<file path="config.mk">
export PLATFORM = sky130hd
export DESIGN_NAME = poly_input_loader_flat
export DESIGN_NICKNAME = d
export VERILOG_FILES = /design/src/rtl/poly_input_loader_if.sv /design/src/rtl/poly_input_loader.sv /design/src/flat_wrapper.sv
export SDC_FILE = /design/constraint.sdc
export NUM_CORES = 1
export LEC_CHECK = 0
export CAP_MARGIN = 10
export CORE_MARGIN = 2
export CORE_UTILIZATION = 49
export DETAILED_ROUTE_END_ITERATION = 10
export GPL_TIMING_DRIVEN = 0
export HOLD_SLACK_MARGIN = 0.15
export PLACE_DENSITY = 0.84
export SYNTH_ARGS = -nofsm -noshare
export SYNTH_HDL_FRONTEND = slang
export SYNTH_SLANG_ARGS = --single-unit
</file>
<file path="constraint.sdc">
create_clock -name clock_i -period 2.86 [get_ports clock_i]
set_input_delay 0.715 -clock clock_i [delete_from_list [all_inputs] [get_ports clock_i]]
set_output_delay 0.715 -clock clock_i [all_outputs]
set_load 0.01 [all_outputs]
</file>
<file path="src/rtl/poly_input_loader_if.sv">
// Word-wide valid/ready stream carrying operand words from the host/DMA
// side into the loader. The master drives data and valid, the slave
// (the loader) answers with ready.
interface poly_input_loader_if #(
   parameter int WORD_WIDTH = 17
);
   logic [WORD_WIDTH-1:0] s_data;
   logic                  s_valid;
   logic                  s_ready;

   modport master (output s_data, output s_valid, input s_ready);
   modport slave  (input s_data, input s_valid, output s_ready);
endinterface

</file>
<file path="src/rtl/poly_input_loader.sv">
// Streams the AMNS operand registers A, B, M and M_prime_0 into the
// register bank, one stream word per enable pulse, least-significant
// word first. Registers not selected by the job mask are skipped.
module poly_input_loader #(
   parameter int WORD_WIDTH = 17,
   parameter int N          = 5,
   parameter int S          = 4
) (
   input  logic                  clock_i,
   input  logic                  reset_n_i,
   input  logic                  start_i,
   input  logic [3:0]            load_mask_i,
   input  logic                  abort_i,
   poly_input_loader_if.slave    s_if,
   output logic [1:0]            INPUT_reg_sel_o,
   output logic                  INPUT_reg_en_o,
   output logic [WORD_WIDTH-1:0] INPUT_reg_din_o,
   output logic                  busy_o,
   output logic                  done_o
);

   localparam int LONG_LEN = N * S;
   localparam int CNT_W    = $clog2(LONG_LEN);

   typedef enum logic [2:0] {
      IDLE,
      LOAD_A,
      LOAD_B,
      LOAD_M,
      LOAD_MP,
      DONE
   } state_t;

   state_t           state_q;
   state_t           first_state;
   state_t           after_state;
   logic [3:0]       mask_q;
   logic [CNT_W-1:0] cnt_q;
   logic [CNT_W-1:0] last_cnt;
   logic [1:0]       cur_code;
   logic             loading;
   logic             handshake;
   logic             last_word;

   // Load state for a bank register code (00 A, 01 B, 10 M, 11 M_prime_0).
   function automatic state_t load_state(input logic [1:0] code);
      unique case (code)
         2'd0:    return LOAD_A;
         2'd1:    return LOAD_B;
         2'd2:    return LOAD_M;
         default: return LOAD_MP;
      endcase
   endfunction

   // Lowest selected register at or above position 'from'; DONE if none.
   function automatic state_t pick(input logic [3:0] mask, input logic [2:0] from);
      state_t r;
      r = DONE;
      for (int i = 3; i >= 0; i--) begin
         if (mask[i] && (i >= int'(from))) r = load_state(2'(i));
      end
      return r;
   endfunction

   // Decode the current register, its last-word index and the successor state.
   always_comb begin
      // NOTE: every always_comb output gets a default first so no path leaves it unassigned (no latch).
      loading  = 1'b0;
      cur_code = 2'd0;
      unique case (state_q)
         LOAD_A:  begin loading = 1'b1; cur_code = 2'd0; end
         LOAD_B:  begin loading = 1'b1; cur_code = 2'd1; end
         LOAD_M:  begin loading = 1'b1; cur_code = 2'd2; end
         LOAD_MP: begin loading = 1'b1; cur_code = 2'd3; end
         default: ;
      endcase
      last_cnt    = (state_q == LOAD_MP) ? CNT_W'(N - 1) : CNT_W'(LONG_LEN - 1);
      handshake   = loading & s_if.s_valid;
      last_word   = (cnt_q == last_cnt);
      first_state = pick(load_mask_i, 3'd0);
      after_state = pick(mask_q, {1'b0, cur_code} + 3'd1);
   end

   assign s_if.s_ready = loading;
   assign busy_o       = (state_q != IDLE);

   // Job sequencer: state, word counter and registered bank/done outputs.
   always_ff @(posedge clock_i or negedge reset_n_i) begin
      if (!reset_n_i) begin
         state_q         <= IDLE;
         mask_q          <= 4'd0;
         cnt_q           <= '0;
         INPUT_reg_sel_o <= 2'd0;
         INPUT_reg_en_o  <= 1'b0;
         INPUT_reg_din_o <= '0;
         done_o          <= 1'b0;
      end else begin
         // NOTE: sequential state uses non-blocking assignments so every register samples pre-edge values.
         INPUT_reg_en_o <= 1'b0;
         done_o         <= 1'b0;
         unique case (state_q)
            IDLE: begin
               if (start_i) begin
                  mask_q  <= load_mask_i;
                  state_q <= first_state;
                  done_o  <= (first_state == DONE);
               end
            end
            LOAD_A, LOAD_B, LOAD_M, LOAD_MP: begin
               if (handshake) begin
                  INPUT_reg_en_o  <= 1'b1;
                  INPUT_reg_sel_o <= cur_code;
                  INPUT_reg_din_o <= s_if.s_data;
                  if (last_word) begin
                     cnt_q   <= '0;
                     state_q <= after_state;
                     done_o  <= (after_state == DONE);
                  end else begin
                     cnt_q <= cnt_q + 1'b1;
                  end
               end
               // Abort overrides any transition; a word taken this cycle is still emitted.
               if (abort_i) begin
                  state_q <= IDLE;
                  cnt_q   <= '0;
                  done_o  <= 1'b0;
               end
            end
            DONE:    state_q <= IDLE;
            default: state_q <= IDLE;
         endcase
      end
   end

endmodule

</file>
<file path="src/flat_wrapper.sv">
// flat-port wrapper written by rule: the top's interface ports become plain ports
module poly_input_loader_flat 
#(
   parameter int WORD_WIDTH = 17,
   parameter int N          = 5,
   parameter int S          = 4
)
  (clock_i, reset_n_i, start_i, load_mask_i, abort_i, INPUT_reg_sel_o, INPUT_reg_en_o, INPUT_reg_din_o, busy_o, done_o, s_if_s_data, s_if_s_valid, s_if_s_ready);
  poly_input_loader_if #(.WORD_WIDTH(WORD_WIDTH)) s_if_i ();
  input  logic clock_i;
  input  logic reset_n_i;
  input  logic start_i;
  input  logic [3:0] load_mask_i;
  input  logic abort_i;
  output logic [1:0] INPUT_reg_sel_o;
  output logic INPUT_reg_en_o;
  output logic [WORD_WIDTH-1:0] INPUT_reg_din_o;
  output logic busy_o;
  output logic done_o;
  input wire logic [$bits(s_if_i.s_data)-1:0] s_if_s_data;
  input wire logic [$bits(s_if_i.s_valid)-1:0] s_if_s_valid;
  output wire logic [$bits(s_if_i.s_ready)-1:0] s_if_s_ready;
  assign s_if_i.s_data = s_if_s_data;
  assign s_if_i.s_valid = s_if_s_valid;
  assign s_if_s_ready = s_if_i.s_ready;
  poly_input_loader #(.WORD_WIDTH(WORD_WIDTH), .N(N), .S(S)) u_core (.clock_i(clock_i), .reset_n_i(reset_n_i), .start_i(start_i), .load_mask_i(load_mask_i), .abort_i(abort_i), .s_if(s_if_i), .INPUT_reg_sel_o(INPUT_reg_sel_o), .INPUT_reg_en_o(INPUT_reg_en_o), .INPUT_reg_din_o(INPUT_reg_din_o), .busy_o(busy_o), .done_o(done_o));
endmodule
</file>
### Yosys cells after proc, flatten, opt, wreduce, memory -nomap -nowiden

Cells that the tools add are included.

| cells by class | value |
|---|---|
| add/subtract/negate cells | 2 |
| equality and inequality tests | 10 |
| bitwise gates (word level) | 1 |
| reduce and logical (&&, ||, !) cells | 12 |
| muxes and demuxes | 26 |
| order comparisons | 4 |

Operators by type and width:

| kind | number |
|---|---|
| two-way mux 3 bit | 10 |
| two-way mux 5 bit | 4 |
| == test 3 bit (second input constant) | 3 |
| two-way mux 1 bit | 9 |
| == test 3 x 2 -> 1 bit (second input constant) | 2 |
| greater-or-equal comparator 1 x 3 -> 1 bit (first input constant) | 2 |
| greater-or-equal comparator 2 x 3 -> 1 bit (first input constant) | 2 |
| != test 3 x 1 -> 1 bit (second input constant) | 2 |
| one-hot mux 2 bit (3 select lines) | 1 |
| one-hot mux 3 bit (2 select lines) | 1 |
| AND reduction 2 bit | 3 |
| adder 5 x 1 -> 5 bit (second input constant) | 1 |
| == test 5 bit | 1 |
| logical AND 1 bit | 4 |
| OR reduction 4 bit | 1 |
| adder 2 x 1 -> 3 bit (second input constant) | 1 |
| == test 3 x 1 -> 1 bit (second input constant) | 1 |
| zero test 3 bit | 1 |
| AND reduction 3 bit | 1 |
| nonzero test 3 bit | 1 |
| != test 2 bit (second input constant) | 1 |
| one-hot mux 1 bit (2 select lines) | 1 |
| nonzero test 2 bit | 1 |
| bitwise AND 1 bit | 1 |

| storage, ports and cells | value |
|---|---|
| flip-flop bits (word level) | 33 |
| word-level logic and storage cells | 62 |
| input port bits | 26 |

### Logic depth before layout (Yosys ltp)

| logic depth | value |
|---|---|
| word-level depth | 14 |
| mapped depth | 9 |
| gate-level depth less buffers | 7 |

### Worst setup path before layout

No wires, ideal clock.

| timing | value |
|---|---|
| path type | flip-flop to flip-flop |
| start point | register u_core.state_q[0] |
| end point | register u_core.state_q[0] |
| arrival | 1.737 ns |
| stages on the path, launching flop included | 7 |
| path slack | 0.996 ns |
| path buffers | 1 |
| cell sequence | dfrtp_1 buf_6 or3b_4 mux2i_1 and2_4 o31ai_2 mux2_1 |

| between the ends | value |
|---|---|
| longest elaborated chain between the ends | 13 |
| elaborated cells on any way between the ends | 32 |
| classes of those cells | add/sub: 1; order compare: 4; eq/ne: 8; mux: 11; bitwise: 1; reduce/logical: 7 |

Ends and longest elaborated chain:

| what | RTL line | source |
|---|---|---|
| start, declared | poly_input_loader.sv:34 | `state_t state_q;` |
| start signal, assigned | poly_input_loader.sv:105 | `state_q <= first_state;` |
| start signal, assigned | poly_input_loader.sv:116 | `state_q <= after_state;` |
| == test 3 bit or == test 3 x 2 -> 1 bit (tied branches) | poly_input_loader.sv:70, poly_input_loader.sv:77, poly_input_loader.sv:101 |  |
| one-hot mux 2 bit (3 select lines) | poly_input_loader.sv:70 | `unique case (state_q)` |
| adder 2 x 1 -> 3 bit | poly_input_loader.sv:81 | `after_state = pick(mask_q, {1'b0, cur_code} + 3'd1);` |
| greater-or-equal comparator 2 x 3 -> 1 bit | poly_input_loader.sv:60 | `if (mask[i] && (i >= int'(from))) r = load_state(2'(i));` |
| logical AND 1 bit | poly_input_loader.sv:60 |  |
| two-way mux 1 bit | poly_input_loader.sv:60 |  |
| two-way mux 3 bit (3 in a row) | poly_input_loader.sv:60 |  |
| two-way mux 3 bit | poly_input_loader.sv:114 | `if (last_word) begin` |
| two-way mux 3 bit | poly_input_loader.sv:110 | `if (handshake) begin` |
| two-way mux 3 bit | poly_input_loader.sv:123 | `if (abort_i) begin` |
| one-hot mux 3 bit (2 select lines) | poly_input_loader.sv:101 | `unique case (state_q)` |

Parallel ways exist; a longest one is shown, timed or not. The select of a mux whose other input is x is not followed.
A chain may end at the register's enable or synchronous reset.

### Final worst setup path

| timing | value |
|---|---|
| start point | register u_core.state_q[1] |
| end point | output port s_if_s_ready |

| between the ends | value |
|---|---|
| longest elaborated chain between the ends | 3 |
| elaborated cells on any way between the ends | 6 |
| classes of those cells | eq/ne: 4; mux: 1; reduce/logical: 1 |

Ends and longest elaborated chain:

| what | RTL line | source |
|---|---|---|
| == test 3 x 1 -> 1 bit, or another cell as far along | poly_input_loader.sv:70 |  |
| OR reduction 4 bit (no source line) * | n/a |  |
| two-way mux 1 bit * | poly_input_loader.sv:70 |  |
| end, declared | flat_wrapper.sv:22 | `output wire logic [$bits(s_if_i.s_ready)-1:0] s_if_s_ready;` |

Every way passes the cells marked *; elsewhere a longest branch is shown, timed or not.

==> key figures <==
Status
  • Outcome: completed

Worst setup path
  • Reg2Reg Setup Slack: 0.84 ns
  • Crit end category: primary output
  • Reg2Reg Depth: 6
  • Critical R2R Capture: u_core.state_q[1]
  • Worst r2r src: u_core.state_q[0]
  • CP most frequent cell: inv_1
  • Bufs and invs on worst path: 4
  • Critical-path top delay cell: clkdlybuf4s50_1
  • Crit path max-delay family: buffers and inverters
  • Data arrival time of the critical path: 2.01 ns
  • Slowest Stage Delay on Critical Path: 0.47 ns
  • Crit path required time: ~2.1 ns
  • Setup CP Type: flop to primary output
  • Crit-path cells: buf_2 -> nor3_1 -> inv_1 -> nand2_1 -> inv_1 -> clkdlybuf4s50_1
  • Critical Path Fanout Max: 9
  • Startpoint types: flop

Logic synthesis
  • Post-synthesis simple-gate area fraction: 0.248
  • Sequential area share after synthesis: 0.515
  • Mux contribution to synthesized area: 0.0483
  • Post-synthesis cell type count: 38
  • Compound-Gate Fraction of Synth Area: 0.122
  • Yosys top cell by area: dfrtp_1
  • Synth top area cells: dfrtp_1, nand2_1, a21oi_1
  • Syn Std Cell Area: 1550 um2
  • Main combinational cell family by area after synthesis: simple AND/OR/NAND/NOR gates
  • Post-synthesis adder-cell area fraction: 0.00805
  • Synth Instances: roughly 170
  • Post-synth EDFFs: 0
  • Post-Synth XOR/XNOR Area: 0.0169
  • Syn nets: 200
  • Share of the synthesized area in the top cell type: 0.515
  • Top FF cell, synth: dfrtp_1
  • Average cell area after synthesis: about 9 um2
  • Synth warnings: 0
  • Post-synthesis register bit count: 32
  • FFs w/ async S/R, synth: 1.00

GRT
  • Vias in the first global route: 1373
  • GRT Util Overall: 0.224
  • Pin count of the biggest net entering global routing: 33
  • First-pass GRT wire length: 5950 um
  • Initial antenna violation count: 0
  • Total grt overflow: 0

Final layout
  • Final core occ: 0.715
  • ANT cells: 0
  • Layout Nets: 255
  • Layout area overhead: 39.4%
  • Fin area: 2170 um2
  • Share of cells above drive strength 1: 0.0961
  • Most common cell after layout, fill and taps aside: nand2_1
  • Most frequent cells in the layout: nand2_1, clkdlybuf4s50_1, dfrtp_1

Timing
  • Final setup fails: 0
  • Final period util: 0.951
  • Least-Margin Pin Slew: 0.698 ns
  • Fmax: between 300 and 400 MHz
  • Max-slew headroom: 0.535
  • Worst Skew: 0.0113 ns
  • RSZ-0062 raised after global routing: no
  • TNS Setup: 0 ns
  • Setup WS post-layout: between 0.1 and 0.15 ns
  • Final Max Tran Viols: 0
  • Fin. Hold Viols: 0
  • Final Critical Period: 2.72 ns

Drt
  • Final ANT Viol Nets: 0
  • Vias: 1410
  • WL per Instance: 13.1 um
  • DR iter-0 viols: 107
  • Detailed Route WL: about 3600 um
  • Detailed Routing Iterations Pass 1: 4
  • Vias per cell: 5.16
  • Drt drc: 0

Placement
  • Pre-CTS setup slack: 0.380 ns
  • Routability cong.: 0.835
  • Detailed placement HPWL: 2720 um
  • DP Area: about 2100 um2
  • Buffers on Ports: 48

CTS
  • Num CTS Buffers: 5
  • Clk sinks: 32
  • CTS Hold Bufs: 0
  • H-tree levels: 2
  • CTS tree: yes
  • Clk root buf: clkbuf_4
  • CTS max path bufs: 2
  • Worst skew pair latency: 0.34 ns
  • Worst-path clk slew: 0.11 ns

Power and ir drop
  • Combinational Power Share: 0.508
  • Switch share: 0.380
  • Leakage power: 1.01 nW
  • Clock share of power: 0.153
  • Peak supply drop: 521 uV
  • PwrDens: 1040 nW/um2
  • Net switching power: 0.000858 W
  • Int Power: approximately 0.0014 W
  • Register share of total power: 0.339

Job
  • Max cap viols: 0

Floorplan
  • Io pins: 49
  • Die width: approximately 60 um
  • Initial Utilization: 0.513
  • Core ar.: 3030 um2
  • Die height: between 60 and 70 um
  • Die area: 3640 um2
  • Row cnt: 20

Worst hold path
  • Min-delay worst type: primary input to async pin
power groups by stage:
stage          combinational [W]  clock (W)  sequential (W)
2_1_floorplan           0.000582          0        0.000821
3_3_place_gp             0.00110          0        0.000761
3_5_place_dp             0.00115          0        0.000775
4_1_cts                  0.00115   0.000356        0.000765
5_1_grt                  0.00127   0.000379        0.000788
6_report                 0.00115   0.000346        0.000764
per-layer routing:
metal	wire length, um	track usage
met5	0	0
met1	1380	0.253
met4	78	0.102
met2	1890	0.390
met3	231	0.0671
layout make-up:
| class | instances | area [um2] |
|---|---|---|
| clock buffers | 5 | 37.5 |
| plain buffers | 7 | 42.5 |
| multi-input cells | 128 | 689 |
| repair buffers | 48 | 475 |
| fillers | 253 | 862 |
| clock inverters | 3 | 42.5 |
| well taps | 44 | 55.1 |
| flip-flops and latches | 32 | 801 |
| inverters | 6 | 22.5 |
timing repair:
action,CTS,global route
endpoints found under the hold margin,0,0
gates resized for setup,0,2
buffers inserted,0,0
setup endpoints to repair,0,1
worst max-delay path by stage:
stage	from	end	depth (start not counted)
after floorplan	u_core.state_q[0]	u_core.state_q[0]	6
after global placement	abort_i	u_core.state_q[0]	6
after detailed placement	abort_i	u_core.state_q[1]	6
after CTS	u_core.state_q[0]	s_if_s_ready	6
after global routing	u_core.state_q[1]	s_if_s_ready	6
final	u_core.state_q[1]	s_if_s_ready	6
worst reg2reg max path: stages (launching register included):
cell	delay, ns
dfrtp_1	0.40
buf_6	0.14
or3b_4	0.42
mux2i_1	0.15
and2_4	0.18
o31ai_2	0.27
mux2_1	0.35
synthesized netlist by cell type, drive strengths merged (2+ instances only):
library cell,n
nand2,61
dfrtp,32
a21oi,9
o21ai,9
inv,6
buf,5
nand2b,5
nor2,5
mux2,4
nand3,4
mux2i,3
nor3,3
clkbuf,2
o221ai,2
o31ai,2
or2,2
xor2,2
stage by stage:
step / cells / hold slack [ns] / power (W)
after floorplan: 173 / 0.419 / 0.00140
after global placement: 265 / 0.457 / 0.00186
after detailed placement: 265 / 0.461 / 0.00192
after CTS: 273 / 0.425 / 0.00227
after global routing: 273 / 0.432 / 0.00244
final: 273 / 0.410 / 0.00225
logic make-up after synthesis:
family	after synthesis
buffers and inverters	13
multiplexers	7
adder cells (fa/ha/maj)	1
flip-flops	32
XOR/XNOR	3
AND/OR/NAND/NOR	87
AO/OA/AOI/OAI	30
flip-flops by register name, indices dropped and copies added, names as in the netlist:
register	flops
u_core.INPUT_reg_sel_o	2
u_core.mask_q	3
u_core.cnt_q	5
u_core.done_o	1
u_core.INPUT_reg_din_o	17
u_core.state_q	3
u_core.INPUT_reg_en_o	1
(Power assumes the default switching activity.)
